==> config.mk <==
export PLATFORM = sky130hd
export DESIGN_NAME = vga_timing_gen
export DESIGN_NICKNAME = d
export VERILOG_FILES = /design/src/rtl/vga_pkg.sv /design/src/rtl/vga_pixel_tick.sv /design/src/rtl/vga_timing_gen.sv
export SDC_FILE = /design/constraint.sdc
export NUM_CORES = 1
export LEC_CHECK = 0
export BUFFER_PORTS_ARGS = -buffer_cell sky130_fd_sc_hd__buf_2
export CAP_MARGIN = 0
export CORE_MARGIN = 2
export CORE_UTILIZATION = 55
export DETAILED_ROUTE_END_ITERATION = 6
export GPL_TIMING_DRIVEN = 1
export MAX_ROUTING_LAYER = met4
export PLACE_DENSITY_LB_ADDON = 0.15
export SYNTH_ARGS = -nofsm -noshare
export SYNTH_HDL_FRONTEND = slang
export SYNTH_SLANG_ARGS = --single-unit
==> constraint.sdc <==
create_clock -name Clk -period 3.39 [get_ports Clk]
set_clock_uncertainty 0.2 [all_clocks]
set_input_delay 0.339 -clock Clk [delete_from_list [all_inputs] [get_ports Clk]]
set_output_delay 0.339 -clock Clk [all_outputs]
set_load 0.005 [all_outputs]
==> src/rtl/vga_pkg.sv <==
// vga_pkg: default 640x480@60Hz timing constants and shared types for the
// VGA raster timing generator.
//   H_* / V_*     visible, front porch, sync and back porch widths
//   H_TOTAL/V_TOTAL  full line / frame lengths in pixels / lines
//   CLK_DIV       system clocks per pixel
//   coord_t       10-bit DrawX/DrawY coordinate type
//   in_range()    half-open interval test used by the sync decodes
package vga_pkg;

   localparam int H_VISIBLE = 640;
   localparam int H_FP      = 16;
   localparam int H_SYNC    = 96;
   localparam int H_BP      = 48;
   localparam int H_TOTAL   = H_VISIBLE + H_FP + H_SYNC + H_BP;

   localparam int V_VISIBLE = 480;
   localparam int V_FP      = 10;
   localparam int V_SYNC    = 2;
   localparam int V_BP      = 33;
   localparam int V_TOTAL   = V_VISIBLE + V_FP + V_SYNC + V_BP;

   localparam int CLK_DIV   = 2;

   localparam int COORD_W   = 10;
   localparam int COORD_LIM = 1 << COORD_W;

   typedef logic [COORD_W-1:0] coord_t;

   // lo <= v < hi
   function automatic logic in_range(input coord_t v, input int lo, input int hi);
      return (int'(v) >= lo) && (int'(v) < hi);
   endfunction

endpackage

==> src/rtl/vga_pixel_tick.sv <==
// vga_pixel_tick: divides the system clock into pixel periods.
//   Clk         in   system clock
//   Reset       in   synchronous, active-high reset
//   pixel_tick  out  high on the last Clk cycle of each CLK_DIV-cycle period
// pixel_tick is registered so it reads 0 while in reset, even for CLK_DIV=1
// where it is otherwise constantly high.
module vga_pixel_tick
   import vga_pkg::*;
#(
   parameter int CLK_DIV = vga_pkg::CLK_DIV
) (
   input  logic Clk,
   input  logic Reset,
   output logic pixel_tick
);

   localparam int DW = (CLK_DIV > 1) ? $clog2(CLK_DIV) : 1;
   localparam logic [DW-1:0] DIV_LAST = DW'(CLK_DIV - 1);

   if (CLK_DIV < 1) begin : g_bad_div
      $error("vga_pixel_tick: CLK_DIV must be >= 1");
   end

   logic [DW-1:0] div;
   logic [DW-1:0] div_nxt;

   always_comb begin
      div_nxt = div + 1'b1;
      if (div == DIV_LAST) div_nxt = '0;
   end

   // tick is decoded from the next divider state so it lines up with div
   always_ff @(posedge Clk) begin
      if (Reset) begin
         div        <= '0;
         pixel_tick <= 1'b0;
      end else begin
         div        <= div_nxt;
         pixel_tick <= (div_nxt == DIV_LAST);
      end
   end

endmodule

==> src/rtl/vga_timing_gen.sv <==
// vga_timing_gen: 640x480@60Hz VGA raster timing from the 50 MHz clock.
//   Clk          in   system clock
//   Reset        in   synchronous, active-high reset
//   pixel_tick   out  last Clk cycle of each pixel period
//   DrawX/DrawY  out  raster position, 0..H_TOTAL-1 / 0..V_TOTAL-1
//   hs, vs       out  active-low syncs
//   blank_n      out  high inside the visible area
//   frame_start  out  one-cycle pulse after the raster wraps to (0,0)
//   frame_count  out  16-bit frame counter, present only when
//                     VGA_FRAME_CNT_EN is defined
// All outputs are registered. Syncs and blank are decoded from the next
// counter values so they change on the same edge as DrawX/DrawY.
module vga_timing_gen
   import vga_pkg::*;
#(
   parameter int H_VISIBLE = vga_pkg::H_VISIBLE,
   parameter int H_FP      = vga_pkg::H_FP,
   parameter int H_SYNC    = vga_pkg::H_SYNC,
   parameter int H_BP      = vga_pkg::H_BP,
   parameter int V_VISIBLE = vga_pkg::V_VISIBLE,
   parameter int V_FP      = vga_pkg::V_FP,
   parameter int V_SYNC    = vga_pkg::V_SYNC,
   parameter int V_BP      = vga_pkg::V_BP,
   parameter int CLK_DIV   = vga_pkg::CLK_DIV
) (
   input  logic        Clk,
   input  logic        Reset,
   output logic        pixel_tick,
   output coord_t      DrawX,
   output coord_t      DrawY,
   output logic        hs,
   output logic        vs,
   output logic        blank_n,
   output logic        frame_start
`ifdef VGA_FRAME_CNT_EN
   ,
   output logic [15:0] frame_count
`endif
);

   localparam int H_TOT    = H_VISIBLE + H_FP + H_SYNC + H_BP;
   localparam int V_TOT    = V_VISIBLE + V_FP + V_SYNC + V_BP;
   localparam int HS_START = H_VISIBLE + H_FP;
   localparam int HS_END   = HS_START + H_SYNC;
   localparam int VS_START = V_VISIBLE + V_FP;
   localparam int VS_END   = VS_START + V_SYNC;

   if (H_TOT > COORD_LIM || V_TOT > COORD_LIM || H_TOT < 1 || V_TOT < 1) begin : g_bad_tot
      $error("vga_timing_gen: line/frame totals must fit in 10-bit counters");
   end

   localparam coord_t H_LAST = coord_t'(H_TOT - 1);
   localparam coord_t V_LAST = coord_t'(V_TOT - 1);

   vga_pixel_tick #(
      .CLK_DIV    (CLK_DIV)
   ) u_tick (
      .Clk        (Clk),
      .Reset      (Reset),
      .pixel_tick (pixel_tick)
   );

   coord_t x_nxt;
   coord_t y_nxt;
   logic   line_end;
   logic   frame_end;
   logic   hs_nxt;
   logic   vs_nxt;
   logic   blank_n_nxt;

   always_comb begin
      x_nxt     = DrawX;
      y_nxt     = DrawY;
      line_end  = (DrawX == H_LAST);
      frame_end = line_end && (DrawY == V_LAST);
      if (pixel_tick) begin
         if (line_end) begin
            x_nxt = '0;
            y_nxt = (DrawY == V_LAST) ? '0 : DrawY + 1'b1;
         end else begin
            x_nxt = DrawX + 1'b1;
         end
      end
      hs_nxt      = !in_range(x_nxt, HS_START, HS_END);
      vs_nxt      = !in_range(y_nxt, VS_START, VS_END);
      blank_n_nxt = in_range(x_nxt, 0, H_VISIBLE) && in_range(y_nxt, 0, V_VISIBLE);
   end

   always_ff @(posedge Clk) begin
      if (Reset) begin
         DrawX       <= '0;
         DrawY       <= '0;
         hs          <= 1'b1;
         vs          <= 1'b1;
         blank_n     <= 1'b1;
         frame_start <= 1'b0;
      end else begin
         DrawX       <= x_nxt;
         DrawY       <= y_nxt;
         hs          <= hs_nxt;
         vs          <= vs_nxt;
         blank_n     <= blank_n_nxt;
         // only a real wrap pulses; leaving reset at (0,0) does not
         frame_start <= pixel_tick && frame_end;
      end
   end

`ifdef VGA_FRAME_CNT_EN
   always_ff @(posedge Clk) begin
      if (Reset) begin
         frame_count <= '0;
      end else if (pixel_tick && frame_end) begin
         frame_count <= frame_count + 16'd1;
      end
   end
`endif

endmodule

# Yosys cells after proc, flatten, opt, wreduce, memory -nomap -nowiden
# Index checks and enable logic that the tools add are counted.
# totals
input_bits	2
word_cells	31
ff_bits	25
# classes
order_cmp	6
reduce_logical	8
add_sub_neg	3
eq_ne	2
muxes	5
# op_table
operator	n
$mux 10	5
$add 10x1->10 const B	2
$eq 10x10->1 const B	2
$lt 10x10->1 const B	2
$lt 10x9->1 const B	2
$ge 10x10->1 const B	1
$ge 10x9->1 const B	1
$logic_and 1x1->1	5
$logic_not 1->1	2
$reduce_or 2->1	1
$add 1x1->1 const B	1

# Longest topological paths before layout
# Gate-level depths: netlist of the first run.
# logic_depth
ltp_word	7
mapped_depth	8
depth_no_buf	7

# Modules after synthesis
# Synthesis of the first run repeated with hierarchy kept, for this count alone.
# hier_totals
hier_cells	150
area_unflattened_um2	1262.5
# modules_own_cells
mod	area_per_inst_um2	n_inst	cells_each	seq_area_each_um2
vga_timing_gen	1238.7	1	148	480.5
vga_pixel_tick	23.8	1	2	20.0

# Least setup slack after synthesis of the first run
# Ideal clock, no wire load.
# synth_timing
path_kind	register -> register
startpoint	register DrawX[0]
endpoint	register hs
period_less_slack_ns	2.132
path_buffers	2
setup_ns	0.140
stages_incl_launch_ff	9
t_arrival_ns	1.792
path_slack_ns	1.258
path_cell_list	dfxtp_1 -> ha_1 -> and4_1 -> buf_6 -> and4_1 -> buf_2 -> a21o_1 -> a311oi_2 -> nand4_1
# synth_between
elab_chain_cells	6
word_cells_on_any_way	8
# synth_lines
element	line	source
start: declaration	vga_timing_gen.sv:29	output coord_t DrawX,
start signal: assignment	vga_timing_gen.sv:98	DrawX <= x_nxt;
$add 10x1->10 / $eq 10x10->1 (equally long branches)	vga_timing_gen.sv:81, vga_timing_gen.sv:74	
$mux 10	vga_timing_gen.sv:77	if (line_end) begin
$mux 10 (*)	vga_timing_gen.sv:76	if (pixel_tick) begin
$ge 10x10->1 / $lt 10x10->1 (equally long branches)	vga_pkg.sv:31	return (int'(v) >= lo) && (int'(v) < hi);
$logic_and 1x1->1 (*)	vga_pkg.sv:31	
$logic_not 1->1 (*)	vga_timing_gen.sv:84	hs_nxt = !in_range(x_nxt, HS_START, HS_END);
end signal: assignment	vga_timing_gen.sv:100	hs <= hs_nxt;
end: declaration	vga_timing_gen.sv:31	output logic hs,
# Mark *: on every way between the ends. The rest lies on a longest branch, timed or not.
# A chain may end at the register's enable or synchronous reset.

# Worst setup path in the final report of the first run
# Same ends and word-level chain as after synthesis.

==> run metrics, run 1 <==
CP Class reg2reg; fin. max-slew vios 0; layout cells sized above 1 23.4%; DR vias 1,153; vias in the first global route just under 1,000; Worst-Skew Late Latency 0.32 ns; Critical Path Start Type flop; worst slew pin tran 0.382 ns; Slew Limit Headroom roughly three quarters; Final HPWL DP roughly 2000 microns; top cell type's share of synthesized area a little under two fifths; final setup fails 0; Crit path max-delay family simple AND/OR/NAND/NOR gates; most frequent cells in the layout 26 x buf_2, 25 x dfxtp_1, 18 x nor2_1, 9 x xnor2_1, 8 x nand2_1; Mapped Area approximately 1300 sq um; TNS Setup 0 ns; die area between 2000 and 3000 sq um; Clk pin slew, worst setup/hold paths 0.13 ns; grt ovf 0; nets@finish 177; CTS sink cnt 25; max incr delay on CP 0.38 ns; Worst Path Arrival between 2 and 2.5 ns; Tot Pwr around 0.45 mW; Syn Area/Cell 8.92 sq um; Starting Density 58.9%; Max stage delay cell, worst path dfxtp_1; Die X 53.2 microns; Pwr per Cell Area 303 nW/um^2; area of the multi-input gates 761 sq um; post-DR vias/cell 5.79; Mapped Cells 149; share of the yosys chip area belonging to registers between 30% and 40%; Final ANT Viol Nets 0; syn nets 154; WP buf/inv 0; residual DRC count 0; # IOs 27; worst path required time 3.39 ns; row count 17; Core Region 2250 sq um; WP depth 6; Post-CTS Setup Repair Bufs 0; Max Root-Sink Buffers 2; fill count 201; status finished clean; # Max-Cap Violations 0; worst-path fanout max 8; Netlist cell types 42; peak supply drop between 0.00015 and 0.0002 V; Hold Buf Count CTS 0; worst hold path class in2reg; Ys Warns 0; n_diodes 0; H-Tree Level Count 1; cell mode on critical path and4_1; Register Area ~500 sq um; clock root buffer clkbuf_4; Area growth syn-to-layout 10.7%; first-pass GRT wire length 4360 microns; Fin. Hold Viols 0; reg2reg setup slack 1.13 ns; RSZ-0062 raised after global routing no; period utilization 66.7%; Detailed Route WL roughly 2700 microns; hold path cells 2; most common cell after layout, fill and taps aside buf_2; number of port buffers 26; GPL Wtd Cong 0.837; CTS tree done; Die H 53.2 microns; Tmin final 2.26 ns; detailed-router iteration count before antenna repair 4; static leakage 0.605 nW; Max Clk Rate 0.442 GHz; Worst Setup End Kind flop; top cells by area, synth dfxtp_1 38%, xnor2_1 5.9%, nor2_1 5.1%; Iteration-0 DRC Markers 28; area leader, netlist dfxtp_1; CTS buffer count 3; largest net degree at the start of global routing 18; FF-to-FF path depth 6; WL/cell 13.7 microns; crit path cell chain ha_1 > and4_1 > and4_1 > a21o_1 > a311oi_2 > nand4_1; FF+latch count, synth 25; post-CTS sizing 0; initial antenna violation count 0; GRT Overall Usage 21.6%
[power breakdown]
| part | leakage (nW) | switching, mW | internal [mW] |
|---|---|---|---|
| registers | 0.202 | 0.00407 | 0.296 |
| clock network | 0.0150 | 0.0867 | 0.0461 |
| logic | 0.388 | 0.00744 | 0.00548 |
[worst reg2reg max path: stages (launching register included)]
cell and delay [ns]:
dfxtp_1 0.38, ha_1 0.25, and4_1 0.29, and4_1 0.33, a21o_1 0.20, a311oi_2 0.38, nand4_1 0.12
[synth_stat cells]
library cell / count
buf_6: 2
or3_1: 1
nand4b_1: 4
nand3b_1: 1
ha_1: 3
a311oi_2: 1
or4_1: 2
inv_1: 5
nor3_1: 3
nor2_1: 18
dfxtp_1: 25
buf_2: 3
and4b_1: 1
and3_2: 1
nand2b_1: 2
nand4_1: 7
or4_4: 1
and2_1: 4
and4_1: 3
xor2_1: 7
a211oi_2: 1
a21o_1: 2
or2_2: 1
o21bai_2: 1
or2_4: 1
a21oi_1: 4
a31oi_1: 3
a31o_2: 1
o211ai_1: 1
clkbuf_1: 3
o31ai_1: 2
nor4b_1: 1
and3_1: 3
and4bb_2: 2
a221oi_2: 1
nor2b_1: 1
a41o_1: 1
nand2_1: 8
nand3_1: 6
xnor2_1: 9
o21ai_0: 2
a211oi_1: 1
[stage by stage]
step / area (sq um) / hold slack, ns / utilization [%] / instances / worst slack (ns)
6_report: 1470 / 0.169 / 65.3 / 199 / 1.13
5_1_grt: 1470 / 0.175 / 65.3 / 199 / 0.957
4_1_cts: 1470 / 0.168 / 65.3 / 199 / 1.12
3_5_place_dp: 1450 / 0.309 / 64.1 / 195 / 1.14
3_3_place_gp: 1450 / 0.305 / 64.1 / 195 / 1.19
2_1_floorplan: 1330 / 0.302 / - / 149 / 1.26
[worst paths after layout]
path	start	end
setup / recovery	DrawX[0]	hs
hold / removal	Reset	u_tick.div
setup reg to reg	DrawX[0]	hs
hold reg to reg	DrawX[1]	DrawX[1]
[sequential cells by signal, summed over array words and instances (netlist names)]
register     cells
DrawX           10
DrawY           10
blank_n          1
frame_start      1
hs               1
u_tick.div       1
vs               1
[per-layer routing]
layer / up-vias / GRT usage (%) / share of wire [%]
met1: 526 / 30.4 / 47
met5: - / - / 0
met2: 45 / 30.4 / 46
met3: 4 / 2.54 / 6.2
li1: 578 / - / -
met4: 0 / 10.7 / 1.1
[cell type report]
type	count	share of cell area, %
sequential	25	34.0
multi-input combinational	111	51.7
inverter	5	1.28
timing repair buffer	26	8.84
clock buffer	4	1.79
tap	28	2.38
[cell families (layout without fill, tap and decap cells)]
| kind of cell | count (synthesis) | count (layout) | share of synthesized area, % |
|---|---|---|---|
| AO/OA/AOI/OAI | 21 | 21 | 12.5 |
| flip-flops | 25 | 25 | 37.7 |
| XOR/XNOR | 16 | 16 | 10.5 |
| adder cells (fa/ha/maj) | 3 | 3 | 2.83 |
| AND/OR/NAND/NOR | 71 | 71 | 31.4 |
| buffers and inverters | 13 | 35 | 5.08 |
Note: power is estimated with default switching activity, not from simulation.
==> run 2: changes to the inputs <==
Settings changed: CORE_UTILIZATION 55 to 48.
Clock period 3.39 ns to 1.92 ns, I/O delays scaled along.
==> run 2 against run 1 <==
Effect of this change: cell count rose by 21%; highest routed layer unchanged; die area up 13%; largest power group unchanged; critical path type unchanged; largest cell class unchanged; clock-buffer cell count did not move; non-clock buffer count increased by 38; the flow now finishes with violations (negative setup slack); sequential cell count is the same; utilization increased by 5.0 points; combinational power grew to 3.6 times the previous value; worst hold slack worse by 0.12 ns; final area up 28%; total power increased by 82%; critical endpoint is now vs.
==> run metrics, run 2 (synthesis results as in run 1) <==
status complete, but fails checks (was finished clean); violated checks negative setup slack; layout cells sized above 1 48.3% (was 23.4%); Final HPWL DP 2640 microns (was 2020 microns); Top Registers DrawX (10), DrawY (10) (unchanged); crit path cell chain or3_1 > or4_4 > or2_4 > a221oi_2 > nand4b_1 (was ha_1 > and4_1 > and4_1 > a21o_1 > a311oi_2 > nand4_1); static leakage 0.809 nW (was 0.605 nW); grt ovf 0 (unchanged); RSZ-0062 raised after global routing yes (was no); final worst setup slack -0.162 ns (was 1.13 ns); most common cell after layout, fill and taps aside buf_4 (was buf_2); worst hold path class in2reg (unchanged); # Max-Cap Violations 0 (unchanged); worst-path fanout max 2 (was 8); WL/cell 15.2 microns (was 13.7 microns); Tot Pwr 0.810 mW (was 0.446 mW); FF-to-FF path depth 5 (was 6); row count 19 (was 17); Slew Limit Headroom 74.4% (was 74.5%); Die X 56.6 microns (was 53.2 microns); Sw Share 22.7% (was 22.0%); hold path cells 2 (unchanged); CTS tree done (unchanged); Worst Hold Slack 0.0477 ns (was 0.169 ns); number of port buffers 26 (unchanged); Core Region 2690 sq um (was 2250 sq um); vias in the first global route 1,293 (was 969); Detailed Route WL 3650 microns (was 2720 microns); Iteration-0 DRC Markers 36 (was 28); Max stage delay cell, worst path or4_4 (was dfxtp_1); detailed-router iteration count before antenna repair 4 (unchanged); Max Clk Rate 0.480 GHz (was 0.442 GHz); Worst Path Arrival 2.09 ns (was 2.26 ns); Hold Buf Count CTS 0 (unchanged); Worst Setup End Kind flop (unchanged); worst path required time 1.93 ns (was 3.39 ns); NetSw 0.184 mW (was 0.0982 mW); H-Tree Level Count 1 (unchanged); Area growth syn-to-layout 42.0% (was 10.7%); fin. max-slew vios 0 (unchanged); die area 3210 sq um (was 2820 sq um); Clk pin slew, worst setup/hold paths 0.13 ns (about the same); clock group share of total power 29.2% (was 29.8%); combinational fraction of design power 5.7% (was 2.9%); Pwr per Cell Area 429 nW/um^2 (was 303 nW/um^2); Tmin final 2.08 ns (was 2.26 ns); Reg power frac 65.1% (was 67.3%); CP Class reg2reg (unchanged); initial antenna violation count 0 (unchanged); Starting Density 49.5% (was 58.9%); peak supply drop 0.000412 V (was 0.000171 V); worst slew pin tran 0.384 ns (was 0.382 ns); Max Root-Sink Buffers 2 (unchanged); max incr delay on CP 0.43 ns (was 0.38 ns); Final ANT Viol Nets 0 (unchanged); final setup fails 10 (was 0); first-pass GRT wire length 5890 microns (was 4360 microns); GRT Overall Usage 23.8% (was 21.6%); CTS sink cnt 25 (unchanged); Critical Path Start Type flop (unchanged); largest net degree at the start of global routing 18 (unchanged); DR vias 1,341 (was 1,153); CTS buffer count 3 (unchanged); Worst-Skew Late Latency 0.32 ns (about the same); internal power 0.626 mW (was 0.348 mW); GPL Wtd Cong 0.893 (was 0.837); # IOs 27 (unchanged); clock root buffer clkbuf_4 (unchanged); Die H 56.6 microns (was 53.2 microns); residual DRC count 0 (unchanged); nets@finish 215 (was 177); post-DR vias/cell 5.59 (was 5.79); n_diodes 0 (unchanged); most frequent cells in the layout 35 x buf_4, 26 x buf_2, 19 x dfxtp_1, 10 x nor2_1 (was 26 x buf_2, 25 x dfxtp_1, 18 x nor2_1, 9 x xnor2_1, 8 x nand2_1); Fin. Hold Viols 0 (unchanged); period utilization 108% (was 66.7%)
run 2: worst max-delay path: cells and delay by family, from the launching register on:
kind | cells | cell delay [ns]
compound gates | 1 | 0.25
flops | 1 | 0.36
simple gates | 4 | 1.16
run 2: final timing paths:
path	to	startpoint	slack [ns]
worst max-delay path	vs	DrawY[6]	-0.16
worst min-delay path	u_tick.div	Reset	0.05
worst max register to register	vs	DrawY[6]	-0.16
worst min register to register	u_tick.div	u_tick.div	0.42
run 2: timing repair:
| item | 4_1_cts | 5_1_grt |
|---|---|---|
| pin swaps | 8 | 6 |
| setup buffers | 1 | 1 |
| gates resized for setup | 18 | 12 |
| cloned | 0 | 0 |
| setup endpoints to repair | 11 | 12 |
run 2: layout make-up:
cell class | count | area (sq um)
clock buffers | 4 | 26.3
inverters | 5 | 18.8
repair buffers | 64 | 427
fillers | 215 | 800
multi-input cells | 111 | 863
well taps | 31 | 38.8
flip-flops and latches | 25 | 513
run 2: metal layers:
layer	track usage, %	up-vias	wire, microns
met5	-	-	0
met4	8.84	0	97
met3	3.23	13	183
met2	38.4	41	1790
met1	30.4	628	1580
li1	-	659	-
run 2: power groups by stage:
stage	combinational, mW	sequential, mW	clock [mW]
after global placement	0.0376	0.539	0
final	0.0458	0.527	0.237
after CTS	0.0433	0.528	0.246
after global routing	0.0493	0.528	0.272
after floorplan	0.0206	0.540	0
after detailed placement	0.0391	0.539	0
run 2: per-stage QoR:
step | setup slack (ns) | std cells | cell area (sq um) | TNS [ns] | utilization (%)
4_1_cts | -0.148 | 239 | 1830 | -0.320 | 68.0
3_3_place_gp | -0.0809 | 234 | 1740 | -0.208 | 64.8
6_report | -0.162 | 240 | 1890 | -0.674 | 70.2
5_1_grt | -0.209 | 240 | 1890 | -1.31 | 70.2
3_5_place_dp | -0.154 | 234 | 1740 | -0.680 | 64.8
2_1_floorplan | -0.0922 | 149 | 1360 | -0.101 | -
